$ cat config.mk
export PLATFORM = sky130hd
export DESIGN_NAME = pipe_skid_stage
export DESIGN_NICKNAME = d
export VERILOG_FILES = /design/src/rtl/pipe_skid_stage_pkg.sv /design/src/rtl/pipe_skid_stage.sv
export SDC_FILE = /design/constraint.sdc
export NUM_CORES = 1
export LEC_CHECK = 0
export CORE_MARGIN = 10
export CORE_UTILIZATION = 54
export DETAILED_ROUTE_END_ITERATION = 12
export PLACE_DENSITY_LB_ADDON = 0.25
export RECOVER_POWER = 25
export SLEW_MARGIN = 20
export SYNTH_ARGS = -nofsm -noshare
export SYNTH_HDL_FRONTEND = slang
export SYNTH_SLANG_ARGS = --single-unit
export TNS_END_PERCENT = 100
$ cat constraint.sdc
create_clock -name clk -period 6.9 [get_ports clk]
set_clock_uncertainty 0.2 [all_clocks]
set_input_delay 2.07 -clock clk [delete_from_list [all_inputs] [get_ports clk]]
set_output_delay 2.07 -clock clk [all_outputs]
set_load 0.01 [all_outputs]
$ cat src/rtl/pipe_skid_stage_pkg.sv
// Shared pipeline package: skid-stage state encoding and the per-stage payload
// bundles that stages pack into a stage register's data word.
package pipe_skid_stage_pkg;

    typedef enum logic [1:0] {
        EMPTY = 2'd0,
        BUSY  = 2'd1,
        FULL  = 2'd2
    } skid_state_t;

    localparam int unsigned XLEN = 32;

    // ID/EXE bundle; the ID stage instantiates its register with WIDTH = $bits(id_exe_t).
    typedef struct packed {
        logic [XLEN-1:0] pc;
        logic [XLEN-1:0] pc_plus4;
        logic [XLEN-1:0] u_imm;
        logic [XLEN-1:0] rs1_val;
        logic [XLEN-1:0] rs2_val;
        logic [XLEN-1:0] alu_b;
        logic [15:0]     ctrl;
        logic [4:0]      rd;
        logic [4:0]      rs1;
        logic [4:0]      rs2;
        logic            pred_taken;
        logic            btb_hit;
    } id_exe_t;

    localparam int unsigned ID_EXE_W = $bits(id_exe_t);

endpackage

$ cat src/rtl/pipe_skid_stage.sv
// Pipeline stage register with valid/ready on both sides, a one-entry skid
// buffer so in_ready is a pure state decode, flush-to-bubble and a stall counter.
module pipe_skid_stage
    import pipe_skid_stage_pkg::*;
#(
    parameter int unsigned WIDTH = 32,
    parameter int unsigned CNT_W = 16
) (
    input  logic             clk,
    input  logic             rst,
    input  logic             flush,
    input  logic             in_valid,
    output logic             in_ready,
    input  logic [WIDTH-1:0] in_data,
    output logic             out_valid,
    input  logic             out_ready,
    output logic [WIDTH-1:0] out_data,
    output logic [CNT_W-1:0] stall_cnt
);

    skid_state_t      state_q, state_d;
    logic [WIDTH-1:0] main_q,  main_d;
    logic [WIDTH-1:0] skid_q,  skid_d;
    logic [CNT_W-1:0] cnt_q,   cnt_d;

    logic in_fire;
    logic out_fire;

    // Handshake outputs decode only the state register, so neither side sees
    // a combinational path from the other.
    assign in_ready  = (state_q != FULL);
    assign out_valid = (state_q != EMPTY);
    assign out_data  = main_q;
    assign stall_cnt = cnt_q;

    assign in_fire  = in_valid & in_ready;
    assign out_fire = out_valid & out_ready;

    always_comb begin
        // NOTE: every next-state signal gets a hold default first so no path leaves it unassigned (no latch).
        state_d = state_q;
        main_d  = main_q;
        skid_d  = skid_q;
        cnt_d   = cnt_q;

        // Stall cycles are counted even in a flush cycle; saturate instead of wrapping.
        if (out_valid && !out_ready && (cnt_q != {CNT_W{1'b1}})) begin
            cnt_d = cnt_q + CNT_W'(1);
        end

        if (flush) begin
            state_d = EMPTY;
            main_d  = '0;
            skid_d  = '0;
        end else begin
            unique case (state_q)
                EMPTY: begin
                    if (in_fire) begin
                        main_d  = in_data;
                        state_d = BUSY;
                    end
                end
                BUSY: begin
                    if (in_fire && out_fire) begin
                        main_d = in_data;
                    end else if (in_fire) begin
                        skid_d  = in_data;
                        state_d = FULL;
                    end else if (out_fire) begin
                        main_d  = '0;
                        state_d = EMPTY;
                    end
                end
                FULL: begin
                    // Skid moves up behind main, keeping strict FIFO order.
                    if (out_fire) begin
                        main_d  = skid_q;
                        skid_d  = '0;
                        state_d = BUSY;
                    end
                end
                default: begin
                    state_d = EMPTY;
                    main_d  = '0;
                    skid_d  = '0;
                end
            endcase
        end
    end

    // NOTE: main and skid are ordinary registers, not a memory array, so they are reset to keep out_data zero on a bubble.
    always_ff @(posedge clk or posedge rst) begin
        if (rst) begin
            state_q <= EMPTY;
            main_q  <= '0;
            skid_q  <= '0;
            cnt_q   <= '0;
        end else begin
            // NOTE: sequential state uses non-blocking assignments so all registers update from pre-edge values.
            state_q <= state_d;
            main_q  <= main_d;
            skid_q  <= skid_d;
            cnt_q   <= cnt_d;
        end
    end

endmodule

==> results of run 1 <==
==> routing by layer <==
metal  vias to the layer above  part of all wire
met5                         -                 0
met4                         0             0.012
met3                         9             0.045
met2                        77              0.52
met1                      1477              0.43
li1                       1374                 -
==> area by class of cell <==
| class | count | share of cell area |
|---|---|---|
| Sequential cell | 82 | 0.407 |
| Multi-Input combinational cell | 205 | 0.306 |
| Timing Repair Buffer | 93 | 0.184 |
| Clock inverter | 7 | 0.0281 |
| Inverter | 35 | 0.0263 |
| Clock buffer | 9 | 0.0246 |
| Tap cell | 96 | 0.0238 |
==> worst max path at each step <==
stage	endpoint
3_3_place_gp	skid_q[29]$_DFFE_PP0P_
2_1_floorplan	out_data[0]$_DFFE_PP0P_
5_1_grt	skid_q[16]$_DFFE_PP0P_
3_5_place_dp	skid_q[4]$_DFFE_PP0P_
4_1_cts	in_ready
6_report	stall_cnt[6]$_DFFE_PP0P_
==> flip-flops by register name, summed over array words and instances, names as in the netlist <==
signal / count
skid_q: 32
out_data: 32
state_q: 2
stall_cnt: 16
==> through the flow <==
| step | setup WS [ps] | utilization |
|---|---|---|
| 6_report | 2910 | 0.738 |
| 5_1_grt | 2600 | 0.738 |
| 4_1_cts | 2920 | 0.738 |
| 3_5_place_dp | 2690 | 0.699 |
| 3_3_place_gp | 2490 | 0.696 |
| 2_1_floorplan | 2520 | - |
==> cells in the mapped netlist (5+ instances only) <==
master,instances
nand4_1,5
xnor2_1,5
nor2_1,9
mux2i_1,34
nor2b_1,5
inv_1,35
dfrtp_1,82
buf_2,8
o2bb2ai_1,33
xor2_1,7
a22oi_1,32
clkbuf_1,8
nand2_1,38
==> power by group through the flow <==
| stage | Combinational (mW) | Sequential, mW | Clock, mW |
|---|---|---|---|
| after global placement | 0.215 | 0.566 | 0 |
| after global routing | 0.239 | 0.566 | 0.480 |
| after floorplan | 0.0987 | 0.573 | 0 |
| after CTS | 0.224 | 0.559 | 0.459 |
| after detailed placement | 0.222 | 0.567 | 0 |
| final | 0.220 | 0.560 | 0.452 |
==> kinds of logic (layout without fill, tap and decap cells) <==
family	count (synthesis)	count (layout)	synth area share
buffers and inverters	58	144	0.0645
xor gates and xnor gates	12	12	0.0275
DFF	82	82	0.537
adders and majority gates	1	1	0.00327
AOI/OAI and AO/OA	73	73	0.153
muxes	37	37	0.0989
and+or+nand+nor	82	82	0.117
==> impl_metrics.ini, run 1 <==
[worst_setup_path]
worstPathArrival_ps = 4240
crit_required_ps = 7150
worstReg2RegStart = stall_cnt[0]$_DFFE_PP0P_
startpoint = rst
cp_top_family = buffers and inverters
crit_path_top_delay_cell = clkinvlp_2
end_kind = async pin
r2r.worst_path.cells = 5
path_class = primary input to async pin
critPathLaunchType = primary input
r2r_end = stall_cnt[1]$_DFFE_PP0P_
path_cells = dlygate4sd3_1, clkinvlp_2, buf_4
worst_path_largest_cell_delay_ps = 960
cp.depth = 3
worst-path-buf-inv = 3
r2r_slack_ps = 4740
critical_path_peak_fanout = 44

[timing]
maxSlewHeadroom = -0.118
fin_crit_sh = 0.578
slew_viol_final = 40
setup_viol = 0
hold_violations = 0
max_freq_ghz = 0.251
tns_ps = 0
hold_ws_ps = 290
worst_pin_slew_ps = 1670
post-route-min-period_ps = 3990
rsz0062_at_grt = no

[run_status]
status = finished with violations
violations = max-capacitance violations, max-slew violations

[clocking]
clk_latency_ps = 350
clockRootBuffer = clkbuf_8
htreeDepth = 3
postCtsResizedCells = 0
cts_setup_buffers = 0
cts_tree = done
cts_made_buffers = 9
hold_buffers = 0
clockBufferDepth = 2
clkTransAtPathRegs_ps = 90
cts.sinks = 82

[synth]
synth_edf_count = 0
synthFlopType = dfrtp_1
yosysTopAreaCell = dfrtp_1
seq_area_frac_synth = 0.537
syn_inst = 345
synth_top_area_frac = 0.537
async_flop_share = 1.00
synth_warnings = 0
synth.avg_cell_area_um2 = 11.1
synth-seq-cells = 82
synth_nets = 383
synthTopCellsByArea = dfrtp_1, mux2i_1, o2bb2ai_1
netlist-cell-type-count = 39
syn_area_um2 = 3820

[layout]
final_common_cell = clkdlybuf4s50_1
nFillCells = 491
final_cell_count_no_fill = 527
mostFrequentLayoutCells = clkdlybuf4s50_1, dfrtp_1, nand2_1
multi_input_area_um2 = 1540
nets = 464
drive_above_1_share = 0.0928
num_antenna_cells = 0
area_growth_pct = 31.8
seqCellArea_um2 = 2050
final_cell_area_um2 = 5040

[placement]
dpl.cell_count = 511
dpl_cell_area_um2 = 4770
portBuffers = 86
hpwl_mm = 6.44
place_congestion = 0.820

[floorplanning]
row_count = 30
die_h_um = 104
die-area_um2 = 10800
die_w_um = 104
coreArea_um2 = 6830
io_pins = 87
initial_core_util = 0.560

[grt]
grt_pass1_vias = 3173
antenna_found_initial = 0
grt_pass1_wl_mm = 15.8
gr-total-overflow = 0
grt_util_met1 = 0.209
grt_use_total = 0.177
grt.met2_usage = 0.303
grt.busiest_layer = met2
use_met3 = 0.0415
grt_max_degree = 45

[power_and_ir_drop]
power_frac_clock = 0.367
p_leak_nw = 2.22
sw_frac_of_total = 0.261
combPwrFrac = 0.179
power_mw = 1.23
ir_worst_vdd_v = 0.000168
powerDensity_nw_per_um2 = 244
netSwitchingPower_mw = 0.321
internal-power_mw = 0.910
seqPwrFrac = 0.455

[min_path]
holdCritStartpoint = out_data[11]$_DFFE_PP0P_
worstHoldEndpoint = out_data[11]$_DFFE_PP0P_
hold_depth = 1
hold_class = register to register

[detailed_routing]
finalWirelength_mm = 9.56
via_per_inst = 5.57
drt_iter0_markers = 142
dr.pass1.iters = 4
detail-route-antenna-nets = 0
num_vias = 2937
avgRoutedWirePerCell_um = 18.1
drc = 0

[run]
drv_cap = 1
(Power assumes the default switching activity.)
==> run 2, diff against run 1 <==
Settings changed: CORE_UTILIZATION 54 to 50.
Clock period 6.9 ns to 3.9 ns, I/O delays scaled along.
==> impl_metrics.ini, run 2 (synthesis results as in run 1) <==
[grt]
antenna_found_initial = 1
grt_use_total = 0.163
grt_max_degree = 49
grt_pass1_wl_mm = 15.3
gr-total-overflow = 0
grt_pass1_vias = 3069

[floorplanning]
die-area_um2 = 11500
die_h_um = 107
coreArea_um2 = 7330
row_count = 31
die_w_um = 107
initial_core_util = 0.521
io_pins = 87

[detailed_routing]
drc = 0
via_per_inst = 5.45
avgRoutedWirePerCell_um = 17.2
dr.pass1.iters = 4
drt_iter0_markers = 114
num_vias = 2904
detail-route-antenna-nets = 0
finalWirelength_mm = 9.17

[run]
drv_cap = 1

[power_and_ir_drop]
combPwrFrac = 0.194
sw_frac_of_total = 0.291
power_frac_clock = 0.314
netSwitchingPower_mw = 0.584
powerDensity_nw_per_um2 = 402
ir_worst_vdd_v = 0.000304
internal-power_mw = 1.43
p_leak_nw = 2.20
seqPwrFrac = 0.492

[timing]
hold_violations = 0
max_freq_ghz = 0.323
rsz0062_at_grt = no
tns_ps = 0
post-route-min-period_ps = 3090
slew_viol_final = 35
maxSlewHeadroom = -0.247
worst_pin_slew_ps = 1870
setup_viol = 0
fin_crit_sh = 0.793

[layout]
fin_util = 0.683
area_growth_pct = 31.0
mostFrequentLayoutCells = clkdlybuf4s50_1, dfrtp_1, nand2_1
final_common_cell = clkdlybuf4s50_1
nets = 466
drive_above_1_share = 0.0970

[worst_setup_path]
crit_path_top_delay_cell = clkbuf_1
path_class = primary input to async pin
worst_path_largest_cell_delay_ps = 1330
critical_path_peak_fanout = 34
r2r_slack_ps = 1740
end_kind = async pin
cp_top_family = buffers and inverters
worst-path-buf-inv = 3
worstPathArrival_ps = 2990
crit_required_ps = 3790
critPathLaunchType = primary input
path_cells = clkdlybuf4s50_1, clkinv_2, clkbuf_1

[clocking]
htreeDepth = 3
clkTransAtPathRegs_ps = 90
cts.sinks = 82
clk_latency_ps = 340
cts_setup_buffers = 0
cts_made_buffers = 9
hold_buffers = 0
clockRootBuffer = clkbuf_8
clockBufferDepth = 2
cts_tree = done
postCtsResizedCells = 0

[placement]
hpwl_mm = 6.37
portBuffers = 86
place_congestion = 0.783

[min_path]
hold_class = register to register

[run_status]
status = finished with violations
violations = max-capacitance violations, max-slew violations
run 2: cell count changes in the layout (fill, tap and decap cells not counted), sizes merged:
cell,delta
diode,+1
dlygate4sd3,-2
clkbuf,+2
clkinvlp,-2
clkdlybuf4s50,+2
bufinv,-3
inv,+3
clkinv,+2
run 2: metal layers:
metal	routed length, um	GRT usage	vias up
met1	4020	0.207	1435
met5	0	0	-
met4	108	0.0668	0
met3	671	0.0557	8
li1	-	-	1376
met2	4370	0.249	85
run 2: per-stage QoR:
stage | power [mW] | hold slack, ps | area (um^2) | instances | worst slack [ps]
6_report | 2.01 | 293 | 5010 | 533 | 809
5_1_grt | 2.12 | 308 | 5000 | 532 | 398
4_1_cts | 2.03 | 298 | 5010 | 532 | 803
3_5_place_dp | 1.40 | 273 | 4810 | 516 | 674
3_3_place_gp | 1.39 | 270 | 4810 | 516 | 740
2_1_floorplan | 1.19 | 298 | 3820 | 345 | 422
run 2: layout make-up:
| type | instances | area (um^2) |
|---|---|---|
| Timing Repair Buffer | 95 | 947 |
| Tap cell | 99 | 124 |
| Inverter | 35 | 133 |
| Clock buffer | 9 | 124 |
| Clock inverter | 7 | 75.1 |
| Fill cell | 565 | 2320 |
| Antenna cell | 1 | 2.50 |
| Multi-Input combinational cell | 205 | 1550 |
| Sequential cell | 82 | 2050 |
run 2: worst paths after layout:
kind | startpoint | depth (start not counted) | endpoint
setup / recovery | rst | 3 | skid_q[25]$_DFFE_PP0P_
hold / removal | out_data[26]$_DFFE_PP0P_ | 1 | out_data[26]$_DFFE_PP0P_
setup reg to reg | stall_cnt[0]$_DFFE_PP0P_ | 5 | stall_cnt[1]$_DFFE_PP0P_
hold reg to reg | out_data[26]$_DFFE_PP0P_ | 1 | out_data[26]$_DFFE_PP0P_
max in group clk | state_q[0]$_DFFE_PP0P_ | 2 | out_valid
min in group asynchronous | rst | 3 | skid_q[2]$_DFFE_PP0P_
run 2: worst reg2reg max path, delay by kind of cell, from the launching register on:
kind,cells,cell delay (ps)
simple gates,3,820
mux,1,310
flops,1,440
fa+ha+maj,1,300
run 2: power by group through the flow:
stage	clock network [mW]	logic (mW)	registers, mW
after floorplan	0	0.175	1.01
after global placement	0	0.387	1.00
after detailed placement	0	0.397	1.00
after CTS	0.642	0.399	0.988
after global routing	0.685	0.431	0.999
final	0.631	0.391	0.989
